`src/rtl/seq_mult_ctrl.sv`:
```
// seq_mult_ctrl: 8x8 unsigned shift-add multiplier with a 2*WIDTH-bit product.
// The loop is controlled by an external shared 8-bit comparator. This block
// supplies the comparator operands, the step counter (cmp_a_o) and WIDTH
// (cmp_b_o), and reads back less/equal to decide whether to iterate or finish.
// A comparator answer that cannot be right ends the operation with err_o set.
// Optional feature: define EARLY_TERM_EN to finish as soon as the remaining
// multiplier bits are all zero. Latency then depends on the operand.
module seq_mult_ctrl #(
    parameter int WIDTH = 8
) (
    input  logic               clk_i,
    input  logic               rst_ni,
    input  logic               start_i,
    input  logic               flush_i,
    input  logic [WIDTH-1:0]   a_i,
    input  logic [WIDTH-1:0]   b_i,
    output logic [7:0]         cmp_a_o,
    output logic [7:0]         cmp_b_o,
    input  logic               cmp_less_i,
    input  logic               cmp_equal_i,
    output logic               ready_o,
    output logic               valid_o,
    output logic [2*WIDTH-1:0] product_o,
    output logic               err_o
);

    typedef enum logic [1:0] {
        ST_IDLE,
        ST_CALC,
        ST_DONE
    } state_t;

    state_t             state_q, state_d;
    logic [7:0]         count_q;
    logic [2*WIDTH-1:0] acc_q;
    logic [2*WIDTH-1:0] mcand_q;
    logic [2*WIDTH-1:0] product_q;
    logic [WIDTH-1:0]   mplier_q;
    logic               err_q;

    // Control strobes from the FSM to the datapath.
    logic accept;
    logic do_step;
    logic finish;
    logic set_err;

    // State register.
    always_ff @(posedge clk_i or negedge rst_ni) begin
        // NOTE: registers are assigned with <= so every flop samples values from before the edge.
        if (!rst_ni) begin
            state_q <= ST_IDLE;
        end else begin
            state_q <= state_d;
        end
    end

    // Next-state logic and datapath strobes. Priority inside CALC is: flush,
    // then early termination (if enabled), then the comparator decode.
    always_comb begin
        // NOTE: every output of this block gets a default first, so no path can infer a latch.
        state_d = state_q;
        accept  = 1'b0;
        do_step = 1'b0;
        finish  = 1'b0;
        set_err = 1'b0;
        case (state_q)
            ST_IDLE: begin
                if (!flush_i && start_i) begin
                    accept  = 1'b1;
                    state_d = ST_CALC;
                end
            end
            ST_CALC: begin
                if (flush_i) begin
                    state_d = ST_IDLE;
`ifdef EARLY_TERM_EN
                end else if (mplier_q == '0) begin
                    finish  = 1'b1;
                    state_d = ST_DONE;
`endif
                end else if (cmp_less_i && cmp_equal_i) begin
                    // Both flags at once is impossible. Stop without stepping.
                    finish  = 1'b1;
                    set_err = 1'b1;
                    state_d = ST_DONE;
                end else if (cmp_less_i) begin
                    do_step = 1'b1;
                end else if (cmp_equal_i) begin
                    finish  = 1'b1;
                    state_d = ST_DONE;
                end else begin
                    // The counter is past WIDTH, so the comparator or the counter is faulty.
                    finish  = 1'b1;
                    set_err = 1'b1;
                    state_d = ST_DONE;
                end
            end
            ST_DONE: begin
                state_d = ST_IDLE;
            end
            default: begin
                state_d = ST_IDLE;
            end
        endcase
    end

    // Datapath: operand capture, shift-add step, and result/error capture.
    always_ff @(posedge clk_i or negedge rst_ni) begin
        if (!rst_ni) begin
            count_q   <= '0;
            acc_q     <= '0;
            mcand_q   <= '0;
            mplier_q  <= '0;
            product_q <= '0;
            err_q     <= 1'b0;
        end else begin
            if (accept) begin
                mcand_q  <= {{WIDTH{1'b0}}, a_i};
                mplier_q <= b_i;
                acc_q    <= '0;
                count_q  <= '0;
                err_q    <= 1'b0;
            end
            if (do_step) begin
                if (mplier_q[0]) begin
                    acc_q <= acc_q + mcand_q;
                end
                mcand_q  <= mcand_q << 1;
                mplier_q <= mplier_q >> 1;
                count_q  <= count_q + 8'd1;
            end
            if (finish) begin
                product_q <= acc_q;
                if (set_err) begin
                    err_q <= 1'b1;
                end
            end
        end
    end

    // The comparator operands come only from registers and constants. No path
    // runs from cmp_*_i back to cmp_*_o.
    assign cmp_a_o   = count_q;
    assign cmp_b_o   = 8'(WIDTH);
    assign ready_o   = (state_q == ST_IDLE);
    assign valid_o   = (state_q == ST_DONE);
    assign err_o     = valid_o & err_q;
    assign product_o = product_q;

endmodule

```
`config.mk`:
```
export PLATFORM = sky130hd
export DESIGN_NAME = seq_mult_ctrl
export DESIGN_NICKNAME = d
export VERILOG_FILES = /design/src/rtl/seq_mult_ctrl.sv
export SDC_FILE = /design/constraint.sdc
export NUM_CORES = 1
export LEC_CHECK = 0
export BUFFER_PORTS_ARGS = -buffer_cell sky130_fd_sc_hd__buf_2
export CAP_MARGIN = 30
export CORE_ASPECT_RATIO = 1.2
export CORE_MARGIN = 2
export CORE_UTILIZATION = 56
export CTS_BUF_LIST = sky130_fd_sc_hd__clkbuf_16
export DETAILED_ROUTE_END_ITERATION = 10
export GPL_TIMING_DRIVEN = 1
export PLACE_DENSITY = 0.79
export SKIP_CTS_REPAIR_TIMING = 1
export SLEW_MARGIN = 20
export SYNTH_ARGS = -nofsm -noshare
export SYNTH_HDL_FRONTEND = slang
export SYNTH_SLANG_ARGS = --single-unit
```
`constraint.sdc`:
```
create_clock -name clk_i -period 2.5 [get_ports clk_i]
set_input_delay 0.125 -clock clk_i [delete_from_list [all_inputs] [get_ports clk_i]]
set_output_delay 0.125 -clock clk_i [all_outputs]
set_load 0.03 [all_outputs]
```
==> metrics.txt <==
asr flop ratio synth 100%; Num Clock Sinks 67; Netlist Area Pre-Place 0.00354 sq mm; register area 0.00168 sq mm; Area growth syn-to-layout 17.2%; sw frac 25.4%; later-pin clock latency in the skew report 330 ps; most common cell after layout, fill and taps aside dfrtp_1; initial antenna violation count 0; number of max-cap violations 0; hpwl dp 5240 um; IR drop worst, VDD 476 uV; Post-DRT Antenna Nets 0; Starting Density 58.1%; Worst Hold Class in2reg; DIE HEIGHT 91.1 um; worst r2r path cells 8; setup TNS 0 ps; Die Span X 76.6 um; post-route cell area 0.00415 sq mm; number of synthesized flops with an enable pin 0; Multi-input gate area 0.00175 sq mm; Tmin final 2320 ps; placed cell areas 0.00385 sq mm; FF+latch count, synth 67; Mapped Cells 363; worst r2r src mcand_q[0]$_DFFE_PN0P_; CTS root buf clkbuf_16; Vias/cell 5.71; largest fanout on the critical path 3; Worst Tran Pin Value 536 ps; total core area 0.00609 sq mm; CP max-delay cell fa_1; n_diodes 0; via count 2867; P_int 2.02 mW; RSZ-0062 raised after global routing false; row count 31; vias in the first global route 2813; Worst setup SP type flip-flop; DRC 0; Synth Area per Inst 9.75 sq um; layout cell share with drive strength beyond 1 21.7%; worst reg-to-reg setup slack 180 ps; final clock skew 2.88 ps; Distinct cells, synth 47; CTS tree built; Lkg Pwr 2.13 nW; sequential power share 45.1%; # port buffers 48; GRT Overall Usage 23.3%; crit path DAT 2510 ps; status finished, final reports clean; fin nets 458; Switch Pwr 0.686 mW; Final Hold Fails 0; wire length per cell 14.9 um; placer congestion estimate 0.850; end of the worst hold path mplier_q[5]$_DFFE_PN0P_; Total Wirelength 7490 um; Fmax 432 MHz; Slew Viols, Final 0; Ys Warns 0; hold path depth 3; CP peak stage delay 450 ps; Num CTS Buffers 9; FILL cells 469; largest net degree at the start of global routing 34; PD cells 651 mW/mm^2; Overflow after GRT 0; Tcrit/Tclk final 92.7%; Worst EP required 2700 ps; final number of setup-violating endpoints 0; Ports 57; drt first pass iters 4; H-Tree Depth 3; hold_ws 11.8 ps; full die area 0.00698 sq mm; Worst-path clk slew 50 ps; global-route wire length before repair 12900 um; commonest cells after routing, fill and taps aside 67 x dfrtp_1, 63 x nand2_1, 48 x buf_2, 30 x nand3_1, 25 x o21ai_0; crit-path cells ha_1, fa_1, a211oi_2, o21ai_1, a41o_1, a21oi_1, xor2_1, o21ai_0; Starting DRT DRC Count 164; RR Endpoint acc_q[10]$_DFF_PN0_; CTS Buffer Depth 2; combinational power share 11.5%; clock share of power 43.4%; Hold Crit Start b_i[5]; Worst setup EP type flip-flop; kind of critical path reg2reg; Most used DFF post-synth dfrtp_1; sequential area share after synthesis 47.4%; Slew headroom 64.1%
[state kept, by name, summed over array words and instances (netlist names)]
register / count
mplier_q: 8
acc_q: 16
cmp_a_o: 8
state_q: 2
err_q: 1
mcand_q: 16
product_o: 16
[cell type report]
cell class | count | share of cell area [%]
Tap cell | 82 | 2.47
Multi-Input combinational cell | 274 | 42.1
Clock buffer | 9 | 5.43
Clock inverter | 5 | 1.12
Sequential cell | 67 | 40.4
Inverter | 6 | 0.543
Timing Repair Buffer | 59 | 7.90
[synth_stat cells (2+ instances only)]
master / n / share of area, %
xnor2_1: 6 / 1.5
and2_1: 2 / 0.35
o21ai_0: 26 / 3.7
nand4_1: 4 / 0.71
a211oi_1: 3 / 0.64
nor3b_1: 2 / 0.42
ha_1: 18 / 6.4
o31ai_1: 2 / 0.42
nor2b_1: 2 / 0.35
o21a_1: 5 / 1.1
nand3_1: 30 / 4.2
nor2_1: 17 / 1.8
dfrtp_1: 67 / 47
buf_4: 9 / 1.9
o21bai_1: 2 / 0.42
inv_1: 6 / 0.64
a22oi_1: 14 / 3.0
mux2_2: 16 / 5.1
nor3_1: 6 / 0.85
a31oi_1: 6 / 1.1
mux2i_1: 4 / 1.1
a21oi_1: 10 / 1.4
a21o_1: 4 / 0.85
buf_2: 2 / 0.28
nand2_1: 63 / 6.7
xor2_1: 5 / 1.2
clkbuf_1: 11 / 1.2
conb_1: 2 / 0.21
[cells by family (layout without fill, tap and decap cells)]
group	after synthesis	in the layout	synth area share, %
simple gates	136	136	17.9
xor+xnor	11	11	2.72
mux	20	20	6.22
compound gates	80	80	14.6
buf+inv	28	79	3.99
other cells	2	8	0.212
flops	67	67	47.4
fa+ha+maj	19	19	6.93
[critical path, delay by kind of cell, from the launching register on]
family	cells	cell delay, ps
compound gates	5	950
xor+xnor	1	140
fa+ha+maj	2	680
flops	1	400
[power groups by stage]
stage	sequential [mW]	combinational (mW)	clock (mW)
final	1.22	0.310	1.17
after global routing	1.23	0.347	1.24
after CTS	1.22	0.308	1.19
after detailed placement	1.24	0.306	0
after global placement	1.23	0.295	0
after floorplan	1.23	0.210	0
[worst max-delay path by stage]
stage / from / to / cells after the start
6_report: mcand_q[0]$_DFFE_PN0P_ / acc_q[10]$_DFF_PN0_ / 8
4_1_cts: acc_q[0]$_DFF_PN0_ / acc_q[10]$_DFF_PN0_ / 8
2_1_floorplan: acc_q[0]$_DFF_PN0_ / acc_q[10]$_DFF_PN0_ / 8
3_5_place_dp: acc_q[0]$_DFF_PN0_ / acc_q[10]$_DFF_PN0_ / 8
5_1_grt: mcand_q[0]$_DFFE_PN0P_ / acc_q[12]$_DFF_PN0_ / 8
3_3_place_gp: acc_q[0]$_DFF_PN0_ / acc_q[10]$_DFF_PN0_ / 8
[per-layer routing]
| metal | up-vias | GRT usage (%) | share of wire, % |
|---|---|---|---|
| met3 | 17 | 4.57 | 3.8 |
| met5 | - | 0 | 0 |
| li1 | 1397 | - | - |
| met4 | 0 | 11.2 | 2.7 |
| met1 | 1374 | 29.5 | 44 |
| met2 | 79 | 38.3 | 50 |
[stage by stage]
stage / power (mW) / setup WS, ps / utilization (%) / std cells
6_report: 2.70 / 184 / 68.2 / 502
5_1_grt: 2.81 / 12.8 / 68.2 / 502
4_1_cts: 2.72 / 54.4 / 67.7 / 500
3_5_place_dp: 1.54 / 73.0 / 63.3 / 486
3_3_place_gp: 1.53 / 156 / 63.2 / 485
2_1_floorplan: 1.44 / 294 / - / 369
No activity file was read; power rests on OpenSTA's default activity.
